`src/rtl/set_bit_scanner.sv`:
```
`default_nettype none
// +----------------------------------------------------------------------------+
// | set_bit_scanner                                                            |
// | Captures one word and emits one beat per set bit, LSB first.               |
// | Optional: SET_BIT_SCANNER_CNT_EN adds a ones_cnt popcount output.          |
// | Revision: 1.0                                                              |
// +----------------------------------------------------------------------------+
module set_bit_scanner #(
   parameter int DATA_LEN  = 8,
   parameter int DEPTH_LEN = $clog2(DATA_LEN)
) (
   input  logic                 clk,
   input  logic                 rst_n,
   input  logic                 in_valid,
   output logic                 in_ready,
   input  logic [DATA_LEN-1:0]  in_data,
   output logic                 out_valid,
   input  logic                 out_ready,
   output logic [DEPTH_LEN-1:0] out_pos,
   output logic                 out_last,
   output logic                 out_zero
`ifdef SET_BIT_SCANNER_CNT_EN
   ,
   output logic [DEPTH_LEN:0]   ones_cnt
`endif
);

   typedef enum logic [0:0] {
      IDLE = 1'b0,
      SCAN = 1'b1
   } state_t;

   state_t              r_state;
   state_t              w_state_nxt;
   logic [DATA_LEN-1:0] r_shadow;
   logic [DATA_LEN-1:0] w_shadow_nxt;
   logic [DATA_LEN-1:0] w_shadow_rest;
   logic [DEPTH_LEN-1:0] w_low_pos;
   logic                w_single;

   // x & (x-1) drops the lowest set bit; zero result means at most one bit set
   assign w_shadow_rest = r_shadow & (r_shadow - DATA_LEN'(1));
   assign w_single      = (w_shadow_rest == '0);

   always_comb begin
      w_low_pos = '0;
      for (int i = DATA_LEN - 1; i >= 0; i--) begin
         if (r_shadow[i]) w_low_pos = DEPTH_LEN'(i);
      end
   end

   always_ff @(posedge clk or negedge rst_n) begin
      if (!rst_n) begin
         r_state  <= IDLE;
         r_shadow <= '0;
      end else begin
         r_state  <= w_state_nxt;
         r_shadow <= w_shadow_nxt;
      end
   end

   always_comb begin
      w_state_nxt  = r_state;
      w_shadow_nxt = r_shadow;
      in_ready     = 1'b0;
      out_valid    = 1'b0;
      out_pos      = '0;
      out_last     = 1'b0;
      out_zero     = 1'b0;
      case (r_state)
         IDLE: begin
            in_ready = 1'b1;
            if (in_valid) begin
               w_shadow_nxt = in_data;
               w_state_nxt  = SCAN;
            end
         end
         SCAN: begin
            out_valid = 1'b1;
            out_pos   = w_low_pos;
            out_last  = w_single;
            // shadow only reaches SCAN empty when the captured word was zero
            out_zero  = (r_shadow == '0);
            if (out_ready) begin
               if (w_single) begin
                  w_state_nxt  = IDLE;
                  w_shadow_nxt = '0;
               end else begin
                  w_shadow_nxt = w_shadow_rest;
               end
            end
         end
         default: w_state_nxt = IDLE;
      endcase
   end

`ifdef SET_BIT_SCANNER_CNT_EN
   localparam int c_cnt_w = DEPTH_LEN + 1;

   logic [DEPTH_LEN:0] r_ones_cnt;

   function automatic logic [DEPTH_LEN:0] popcount(input logic [DATA_LEN-1:0] d);
      logic [DEPTH_LEN:0] cnt;
      cnt = '0;
      for (int i = 0; i < DATA_LEN; i++) begin
         cnt = cnt + c_cnt_w'(d[i]);
      end
      return cnt;
   endfunction

   always_ff @(posedge clk or negedge rst_n) begin
      if (!rst_n) begin
         r_ones_cnt <= '0;
      end else if (r_state == IDLE && in_valid) begin
         r_ones_cnt <= popcount(in_data);
      end else if (r_state == SCAN && out_ready && w_single) begin
         r_ones_cnt <= '0;
      end
   end

   assign ones_cnt = r_ones_cnt;
`endif

endmodule
`default_nettype wire
```
`config.mk`:
```
export PLATFORM = sky130hd
export DESIGN_NAME = set_bit_scanner
export DESIGN_NICKNAME = d
export VERILOG_FILES = /design/src/rtl/set_bit_scanner.sv
export SDC_FILE = /design/constraint.sdc
export NUM_CORES = 1
export LEC_CHECK = 0
export CAP_MARGIN = 30
export CORE_MARGIN = 4
export CORE_UTILIZATION = 30
export DETAILED_ROUTE_END_ITERATION = 12
export SLEW_MARGIN = 20
export SYNTH_ARGS = -nofsm -noshare
export SYNTH_HDL_FRONTEND = slang
export SYNTH_SLANG_ARGS = --single-unit
```
`constraint.sdc`:
```
create_clock -name clk -period 2.1 [get_ports clk]
set_clock_uncertainty 0.05 [all_clocks]
set_input_delay 0.525 -clock clk [delete_from_list [all_inputs] [get_ports clk]]
set_output_delay 0.525 -clock clk [all_outputs]
set_load 0.1 [all_outputs]
```
Yosys cells after proc, flatten, opt, wreduce, memory -nomap -nowiden
Index checks and enable logic that the tools add are counted.
- flip-flop bits (word level): 9
- bits of input ports: 12
- output and inout port bits: 7
- word-level logic and storage cells: 31
- add/sub/neg operators: 1
- equal/unequal tests: 2
- multiplexer cells: 21
- bitwise operators: 2
- reduce and logical (&&, ||, !) cells: 3
- operator list (cell ; count):
    $mux W3 ; 9
    $mux W8 ; 3
    $logic_not A8 Y1 ; 2
    $pmux W8 S2 ; 1
    $and A8 B8 Y8 ; 1
    $sub A8 B1 Y8 const B ; 1
    $mux W1 ; 7
    $ne A2 B2 Y1 const B ; 2
    $pmux W1 S2 ; 1
    $reduce_and A2 Y1 ; 1
    $not A1 Y1 ; 1

Logic depth before layout (Yosys ltp)
Gate-level depths: netlist of the first run.
- depth after elaboration: 9
- mapped depth: 5
- mapped depth without buffers: 4

Worst setup path after synthesis of the first run
No wires, ideal clock.
- kind: reg-to-output
- start: reg r_state
- end: out out_pos[0]
- arrival: 3964 ps
- data required time: 1525 ps
- path slack: -2439 ps
- stages on the path, launching flop included: 4
- path buffers: 1
- cells stage by stage: dfrtp_1 > buf_6 > inv_1 > a211oi_1
- word-level cells in the longest chain between the ends: 1
- RTL lines (element ; line ; text):
    start: declaration ; 33 ; state_t r_state;
    start signal: assignment ; 57 ; r_state <= w_state_nxt;
    $mux W3 ; 70 ; case (r_state)
    end: declaration ; 19 ; output logic [DEPTH_LEN-1:0] out_pos,
No other way between the ends.

Final worst setup path of the first run
- start: reg r_shadow[2]
- end: out out_last
- word-level cells in the longest chain between the ends: 4
- RTL lines (element ; line ; text):
    start: declaration ; 35 ; logic [DATA_LEN-1:0] r_shadow;
    start signal: assignment ; 58 ; r_shadow <= w_shadow_nxt;
    $sub A8 B1 Y8 ; 42 ; assign w_shadow_rest = r_shadow & (r_shadow - DATA_LEN'(1));
    $and A8 B8 Y8 (*) ; 42 ;
    $logic_not A8 Y1 (*) ; 43 ; assign w_single = (w_shadow_rest == '0);
    $mux W1 (*) ; 70 ;
    end: declaration ; 20 ; output logic out_last,
Every way passes the cells marked *; elsewhere a longest branch is shown, timed or not.

==> run summary, run 1 <==
===========================================================================================
Number of H-tree levels                                                                   1
Number of CTS-inserted buffers                                                            3
Post-Route Utilization                                                                0.595
Fraction of layout cells with a size suffix above 1                                   0.471
Die H                                                                               53.9 um
Via count of the first global-routing pass                                              690
Synthesis-to-finish area growth                                                       86.5%
Cell type contributing the most total cell area after synthesis                sky130_fd_sc_hd__dfrtp_1
Number of buffers inserted by port buffering                                             18
Least-Margin Pin Slew                                                              0.440 ns
Final period utilization                                                               1.24
Leading cell types by total area after synthesis                               sky130_fd_sc_hd__dfrtp_1 36%, sky130_fd_sc_hd__mux2i_1 7.9%, sky130_fd_sc_hd__buf_6 5.3%, sky130_fd_sc_hd__o21ai_0 4.0%, sky130_fd_sc_hd__a2111o_1 3.6%
Cell area reported after detailed placement                                        1020 um2
Effective utilization at floorplan                                                    0.319
Data arrival time of the critical path                                              2.03 ns
Post-Syn Area per Cell                                                             9.43 um2
Number of vias in the routed layout                                                     679
Top achievable clock speed                                                          384 MHz
Minimum clock period                                                                2.60 ns
Remaining routing DRC violations                                                          0
Share of flip-flops with an asynchronous set or reset                                  1.00
Placed wire-length estimate after detailed placement                                1.35 mm
Number of hold buffers added after CTS                                                    0
Synth warnings                                                                            0
Critical path peak fanout                                                                 2
Final instance area                                                                1180 um2
Crit-path slowest cell                                                         sky130_fd_sc_hd__or4_4
Worst min-delay path category                                                  input pin to asynchronous set/reset pin
Leading cell types by count after synthesis                                    9 x sky130_fd_sc_hd__dfrtp_1, 5 x sky130_fd_sc_hd__mux2i_1, 5 x sky130_fd_sc_hd__o21ai_0
Gate Count Post-Synth                                                                    67
RSZ-0062 raised after global routing                                                   true
Number of optimization iterations in the first detailed-route pass                        4
Initial antenna violation count                                                           0
Total core area                                                                    1980 um2
X dimension of the die                                                              53.9 um
Global Route Usage Sum                                                                0.160
GP Congestion                                                                         0.799
Maximum root-to-sink buffer count                                                         2
Wire length after detailed routing                                                  2.05 mm
Insertion delay of the later-clocked pin in the worst-skew pair                     0.26 ns
Final-layout worst hold slack                                                      0.519 ns
Clock tree root driver cell                                                    sky130_fd_sc_hd__clkbuf_4
FP Rows                                                                                  16
Finish-stage setup viols                                                                  4
CP Cell Sequence                                                               or4_4 -> a2111o_1 -> a211oi_4 -> buf_12
Die area                                                                           2900 um2
Primary FF master, synth                                                       sky130_fd_sc_hd__dfrtp_1
Post-layout nets                                                                        117
Failing checks                                                                 negative setup slack
Total number of clock tree sinks                                                          9
Required arrival time at the worst endpoint                                         1.52 ns
Run status                                                                     finished with violations
Most frequent cell after synthesis                                             sky130_fd_sc_hd__dfrtp_1
Setup slack after layout                                                          -0.502 ns
Number of library cell types mapped by synthesis                                         30
Count of flip-flops with a built-in enable after synthesis                                0
Count of maximum capacitance violations                                                   0
Worst Setup Start Kind                                                                 flop
Relative slew slack                                                                   0.706
Share of Yosys cell area claimed by the top area cell type                            0.356
WL per Instance                                                                     15.6 um
Count of pins on the block boundary                                                      19
Slowest cell delay on critical path                                                 0.55 ns
Clock tree from TritonCTS                                                             built
CP endpoint kind                                                                output port
Endpoints failing hold                                                                    0
Antenna cells                                                                             0
Via density                                                                            5.18
Number of design-rule violations left by the first detailed-router iteration              4
Grt total ovfl                                                                            0
Wire length of the first global-routing pass                                        3.31 mm
Slew Limit Fails                                                                          0
Post-detailed-route count of antenna-violating nets                                       0
Pin count of the biggest net entering global routing                                     12
Flip-flop and latch count after synthesis                                                 9
CP Class                                                                       flop to output port
Clock-pin transition on the worst setup and hold timing paths                       0.07 ns
Share of synthesized area occupied by flip-flops and latches                          0.356
Syn_nets                                                                                 79
Mapped cell area                                                                    632 um2
===========================================================================================
kinds of logic after synthesis:
family | Yosys count | synth area share
buffers and inverters | 10 | 0.101
multiplexers | 5 | 0.0792
adder cells (fa/ha/maj) | 1 | 0.0158
AND/OR/NAND/NOR | 16 | 0.137
flip-flops | 9 | 0.356
AO/OA/AOI/OAI | 26 | 0.311
repair_timing:
action                                  CTS  global route
setup buffers                             7             2
cloned                                    0             0
pin swaps                                 5             1
endpoints found under the setup margin    5             5
gates resized for setup                  14             3
layer usage:
layer | vias up | global-route usage | wire, um
met3 | 5 | 0.0360 | 114
met2 | 21 | 0.292 | 1040
met1 | 329 | 0.178 | 850
li1 | 324 | - | -
met5 | - | 0 | 0
met4 | 0 | 0.0553 | 42
path summary, 6_finish.rpt:
| kind | startpoint | endpoint | slack, ns | depth (start not counted) |
|---|---|---|---|---|
| max reg2reg | r_shadow[2] | r_state | 0.25 | 4 |
| min reg2reg | r_shadow[7] | r_shadow[7] | 0.65 | 2 |
| min | rst_n | r_shadow[1] | 0.52 | 1 |
| max in group asynchronous | rst_n | r_state | 1.14 | 1 |
| max | r_shadow[2] | out_last | -0.50 | 4 |
| min in group clk | r_shadow[7] | r_shadow[7] | 0.65 | 2 |
worst max-delay path, delay by kind of cell, from the launching register on:
family	cells	cell delay [ns]
AND/OR/NAND/NOR	1	0.55
buffers and inverters	1	0.21
AO/OA/AOI/OAI	2	0.62
flip-flops	1	0.38
state kept, by name, indices dropped and copies added (netlist names):
name	count
r_shadow	8
r_state	1
final cells by class:
type	instances	area, um2
Fill cell	156	803
Timing Repair Buffer	39	423
Clock buffer	4	26.3
Tap cell	27	33.8
Multi-Input combinational cell	48	445
Sequential cell	9	231
Inverter	4	18.8
placed cells by master, fill, tap and decap left out, drive strengths merged:
cell	instances
clkdlybuf4s50	11
o311a	1
o21ai	7
nor4	1
a22o	3
a2111o	2
a22oi	1
nand2b	1
inv	3
o21bai	1
buf	28
o211ai	3
nand3	3
nor3	2
a21o	2
dfrtp	9
a21oi	2
clkinvlp	1
nor2b	1
or4	1
a211oi	3
nand2	2
and4	1
nor2	4
maj3	1
mux2i	5
o31a	1
clkbuf	4
through the flow:
stage / cells / setup TNS [ns] / worst slack, ns
after detailed placement: 120 / -0.219 / -0.219
after floorplan: 67 / -2.97 / -0.823
after global placement: 120 / -0.183 / -0.183
final: 131 / -1.20 / -0.502
after global routing: 131 / -1.41 / -0.548
after CTS: 129 / -1.01 / -0.496
Power of run 1 is left out: the tool's default activity adds up to more than one toggle a clock period on the data nets, which glitch-free logic cannot reach.
==> inputs of run 2 (changes only) <==
- CORE_MARGIN: 4 -> 2
==> run 2 against run 1 <==
Compared with the run above: the run still ends with negative setup slack left; clock-buffer cell count unchanged; critical path depth unchanged; hold slack worse by 0.014 ns; core utilization is 0.32 points lower; global-route usage grew 1.6 points; maximum frequency rose by 0.78%; register-to-register slack improved by 0.04 ns; sequential share of layout area up 0.21 points; first-iteration DRC count rose by 130%; sequential cell count unchanged; via count down 1.3%; setup slack better by 0.020 ns; highest routed layer unchanged.
==> run summary, run 2 (synthesis gave the netlist of run 1 again) <==
===========================================================================================
Data arrival time of the critical path                                              2.01 ns
Post-Route Utilization                                                                0.592
CP Class                                                                       flop to output port
CP endpoint kind                                                                output port
Via count of the first global-routing pass                                              677
Required arrival time at the worst endpoint                                         1.52 ns
WL per Instance                                                                     15.1 um
Setup tns final                                                                    -1.10 ns
Final period utilization                                                               1.23
GP Congestion                                                                         0.783
Fraction of layout cells with a size suffix above 1                                   0.471
Finish-stage setup viols                                                                  5
Number of vias in the routed layout                                                     670
Post-layout nets                                                                        115
Wire length after detailed routing                                                  1.95 mm
Via density                                                                            5.19
Remaining routing DRC violations                                                          0
Clock tree root driver cell                                                    sky130_fd_sc_hd__clkbuf_4
Biggest regs                                                                   r_shadow (8), r_state (1)
Clock-pin transition on the worst setup and hold timing paths                       0.07 ns
Placed wire-length estimate after detailed placement                                1.35 mm
Top achievable clock speed                                                          387 MHz
Slew Limit Fails                                                                          0
Largest Register                                                                   r_shadow
Minimum clock period                                                                2.58 ns
Most frequent standard cell in the layout excluding fill and tap cells         sky130_fd_sc_hd__buf_4
Most frequent cells in the layout                                              13 x sky130_fd_sc_hd__buf_4, 11 x sky130_fd_sc_hd__clkdlybuf4s50_1, 7 x sky130_fd_sc_hd__buf_12, 6 x sky130_fd_sc_hd__buf_6
Placement Setup Slack                                                             -0.216 ns
Endpoints failing hold                                                                    0
Final-layout worst hold slack                                                      0.505 ns
Count of maximum capacitance violations                                                   0
Initial antenna violation count                                                           0
Pin count of the biggest net entering global routing                                     12
Total number of clock tree sinks                                                          9
Least-Margin Pin Slew                                                              0.431 ns
Die area                                                                           2490 um2
Antenna cells                                                                             0
Total core area                                                                    1980 um2
Count of pins on the block boundary                                                      19
Worst Setup Start Kind                                                                 flop
Insertion delay of the later-clocked pin in the worst-skew pair                     0.27 ns
Worst min-delay path category                                                  input pin to asynchronous set/reset pin
Clock tree from TritonCTS                                                             built
FP Rows                                                                                  16
Number of buffers inserted by port buffering                                             18
Effective utilization at floorplan                                                    0.319
Critical path peak fanout                                                                 2
Number of hold buffers added after CTS                                                    0
Run status                                                                     finished with violations
RSZ-0062 raised after global routing                                                   true
Failing checks                                                                 negative setup slack
Maximum root-to-sink buffer count                                                         2
Number of design-rule violations left by the first detailed-router iteration              9
Setup slack after layout                                                          -0.482 ns
Relative slew slack                                                                   0.712
Wire length of the first global-routing pass                                        3.26 mm
Grt total ovfl                                                                            0
Number of H-tree levels                                                                   1
Post-detailed-route count of antenna-violating nets                                       0
Synthesis-to-finish area growth                                                       85.5%
X dimension of the die                                                              49.9 um
Global Route Usage Sum                                                                0.176
Number of CTS-inserted buffers                                                            3
Number of optimization iterations in the first detailed-route pass                        4
Flip-flop count of the largest register, all copies and words added                       8
Die H                                                                               49.9 um
===========================================================================================
## run 2: what timing repair did
item,in CTS,in global routing
pin swaps,6,1
resized for setup,18,2
endpoints found under the setup margin,5,5
buffers inserted,5,1
## run 2: metal layers
layer	share of wire	global-route usage
met1	0.45	0.217
met2	0.48	0.296
met3	0.051	0.0364
met4	0.018	0.0694
met5	0	0
## run 2: metrics by stage
stage | cell area [um2] | std cells
6_report | 1170 | 129
5_1_grt | 1170 | 129
4_1_cts | 1160 | 128
3_5_place_dp | 1020 | 120
3_3_place_gp | 1020 | 120
2_1_floorplan | 683 | 67
## run 2: worst paths after layout
path,slack (ns),start,cells after the start,end
worst max-delay path,-0.48,r_shadow[2],4,out_last
worst min-delay path,0.50,rst_n,1,r_shadow[4]
worst max register to register,0.29,r_shadow[2],4,r_state
worst min register to register,0.60,r_shadow[5],2,r_shadow[5]
max in group asynchronous,1.15,rst_n,1,r_state
min in group clk,0.60,r_shadow[5],2,r_shadow[5]
## run 2: cell type report
type,count,area [um2]
well taps,27,33.8
fillers,163,810
clock buffers,4,26.3
flip-flops and latches,9,233
inverters,4,18.8
multi-input cells,48,445
repair buffers,37,415
## run 2: worst max-delay path, stage by stage (launching register included)
cell,delay (ns)
sky130_fd_sc_hd__dfrtp_1,0.38
sky130_fd_sc_hd__or4_4,0.54
sky130_fd_sc_hd__a2111o_1,0.33
sky130_fd_sc_hd__a211oi_4,0.27
sky130_fd_sc_hd__buf_12,0.21
Power of run 2 is left out for the same reason.
==> inputs of run 3 (changes only) <==
- CELL_PAD_IN_SITES_DETAIL_PLACEMENT: not set -> 1
- CELL_PAD_IN_SITES_GLOBAL_PLACEMENT: not set -> 1
- PLACE_DENSITY_LB_ADDON: not set -> 0.1
- RECOVER_POWER: not set -> 25
==> run 3 against run 2 <==
Compared with the run above: the flow still finishes with violations (negative setup slack); first-iteration DRC count down 78%; hold slack better by 0.073 ns; sequential cell count unchanged; setup slack worse by 0.043 ns; via count up 1.6%; sequential share of layout area down 0.15 points; critical path depth unchanged; routed wire length up 16%; core utilization down 0.19 points; critical path type unchanged; highest routed layer unchanged.
==> run summary, run 3 (synthesis gave the netlist of run 1 again) <==
===========================================================================================
Run status                                                                     finished with violations
Failing checks                                                                 negative setup slack
Biggest regs                                                                   r_shadow (8), r_state (1)
GP Congestion                                                                         0.743
Data arrival time of the critical path                                              2.05 ns
Via count of the first global-routing pass                                              761
Required arrival time at the worst endpoint                                         1.52 ns
R2R setup slack                                                                     0.25 ns
Maximum root-to-sink buffer count                                                         2
Antenna cells                                                                             0
Global Route Usage Sum                                                                0.189
Count of pins on the block boundary                                                      19
Die area                                                                           2490 um2
Post-detailed-route count of antenna-violating nets                                       0
Worst min-delay path category                                                  input pin to asynchronous set/reset pin
Insertion delay of the later-clocked pin in the worst-skew pair                     0.27 ns
Number of hold buffers added after CTS                                                    0
X dimension of the die                                                              49.9 um
Filler instances                                                                        216
Minimum clock period                                                                2.63 ns
Worst Setup Start Kind                                                                 flop
CP Class                                                                       flop to output port
CP endpoint kind                                                                output port
Via density                                                                            5.24
Clock tree root driver cell                                                    sky130_fd_sc_hd__clkbuf_4
Finish-stage setup viols                                                                  5
Top achievable clock speed                                                          381 MHz
Pin count of the biggest net entering global routing                                     20
Number of vias in the routed layout                                                     681
CP Cell Sequence                                                               or4_4 -> a2111o_1 -> a211oi_4 -> buf_12
Initial antenna violation count                                                           0
Slew Limit Fails                                                                          0
Fraction of layout cells with a size suffix above 1                                   0.447
RSZ-0062 raised after global routing                                                   true
Count of maximum capacitance violations                                                   0
Effective utilization at floorplan                                                    0.319
Endpoints failing hold                                                                    0
Number of optimization iterations in the first detailed-route pass                        4
Crit-path slowest cell                                                         sky130_fd_sc_hd__or4_4
Most frequent cells in the layout                                              15 x sky130_fd_sc_hd__buf_4, 10 x sky130_fd_sc_hd__clkdlybuf4s50_1, 7 x sky130_fd_sc_hd__buf_12, 7 x sky130_fd_sc_hd__dfrtp_1
Flip-flop count of the largest register, all copies and words added                       8
Number of buffers inserted by port buffering                                             18
Most frequent standard cell in the layout excluding fill and tap cells         sky130_fd_sc_hd__buf_4
Clock tree from TritonCTS                                                             built
Number of design-rule violations left by the first detailed-router iteration              2
Clock-pin transition on the worst setup and hold timing paths                       0.07 ns
Synthesis-to-finish area growth                                                       85.0%
Wire length of the first global-routing pass                                        3.59 mm
Slowest cell delay on critical path                                                 0.55 ns
Die H                                                                               49.9 um
Final period utilization                                                               1.25
Number of CTS-inserted buffers                                                            3
Grt total ovfl                                                                            0
WL per Instance                                                                     17.3 um
Total core area                                                                    1980 um2
Capturing point of the worst reg2reg path                                           r_state
Remaining routing DRC violations                                                          0
Placed wire-length estimate after detailed placement                                1.49 mm
Largest Register                                                                   r_shadow
Least-Margin Pin Slew                                                              0.444 ns
Critical path peak fanout                                                                 2
Setup slack after layout                                                          -0.525 ns
Wire length after detailed routing                                                  2.25 mm
Reg-to-reg critical path startpoint                                             r_shadow[2]
Relative slew slack                                                                   0.703
FP Rows                                                                                  16
Post-Route Utilization                                                                0.590
Post-layout nets                                                                        116
Number of H-tree levels                                                                   1
Number of cells on the worst reg-to-reg path                                              4
Total number of clock tree sinks                                                          9
===========================================================================================
[run 3: cell count changes in the layout (fill, tap and decap cells not counted)]
cell	change
sky130_fd_sc_hd__buf_6	-1
sky130_fd_sc_hd__dfrtp_2	-2
sky130_fd_sc_hd__nor3_1	+1
sky130_fd_sc_hd__buf_4	+2
sky130_fd_sc_hd__dlygate4sd3_1	+1
sky130_fd_sc_hd__clkdlybuf4s50_1	-1
sky130_fd_sc_hd__nor3_2	-1
sky130_fd_sc_hd__dfrtp_1	+2
[run 3: worst max-delay path, delay by kind of cell (launching register included)]
kind	cells	cell delay, ns
AND/OR/NAND/NOR	1	0.55
flip-flops	1	0.38
AO/OA/AOI/OAI	2	0.62
buffers and inverters	1	0.21
[run 3: layout make-up]
cell class | instances | area (um2) | share of cell area
sequential | 9 | 230 | 0.197
timing repair buffer | 38 | 419 | 0.359
tap | 27 | 33.8 | 0.0289
inverter | 4 | 18.8 | 0.0161
multi-input combinational | 48 | 440 | 0.377
clock buffer | 4 | 26.3 | 0.0225
[run 3: worst max path at each step]
stage / from / endpoint / slack (ns) / depth (start not counted)
final: r_shadow[2] / out_last / -0.53 / 4
after global routing: r_shadow[2] / out_last / -0.58 / 4
after CTS: r_shadow[2] / out_last / -0.50 / 4
after detailed placement: r_shadow[2] / out_last / -0.21 / 4
after global placement: r_shadow[2] / out_last / -0.19 / 4
after floorplan: r_state / out_last / -0.82 / 3
[run 3: per-stage QoR]
| step | hold WS (ns) | instance area [um2] | setup WS (ns) | setup TNS (ns) | instances |
|---|---|---|---|---|---|
| 3_3_place_gp | 0.582 | 1020 | -0.186 | -0.186 | 120 |
| 4_1_cts | 0.527 | 1120 | -0.496 | -1.21 | 127 |
| 3_5_place_dp | 0.585 | 1020 | -0.205 | -0.205 | 120 |
| 5_1_grt | 0.616 | 1170 | -0.580 | -1.90 | 130 |
| 6_report | 0.578 | 1170 | -0.525 | -1.62 | 130 |
| 2_1_floorplan | 0.179 | 683 | -0.823 | -2.97 | 67 |
[run 3: repair_timing]
action / in CTS / in global routing
resized for setup: 12 / 5
setup endpoints to repair: 5 / 5
endpoints found under the hold margin: 0 / 0
pin swaps: 5 / 4
setup buffers: 3 / 6
[run 3: metal layers]
layer | part of all wire | global-route usage
met1 | 0.40 | 0.220
met2 | 0.54 | 0.349
met3 | 0.040 | 0.0515
met4 | 0.026 | 0.0278
met5 | 0 | 0
Power of run 3 is left out for the same reason.
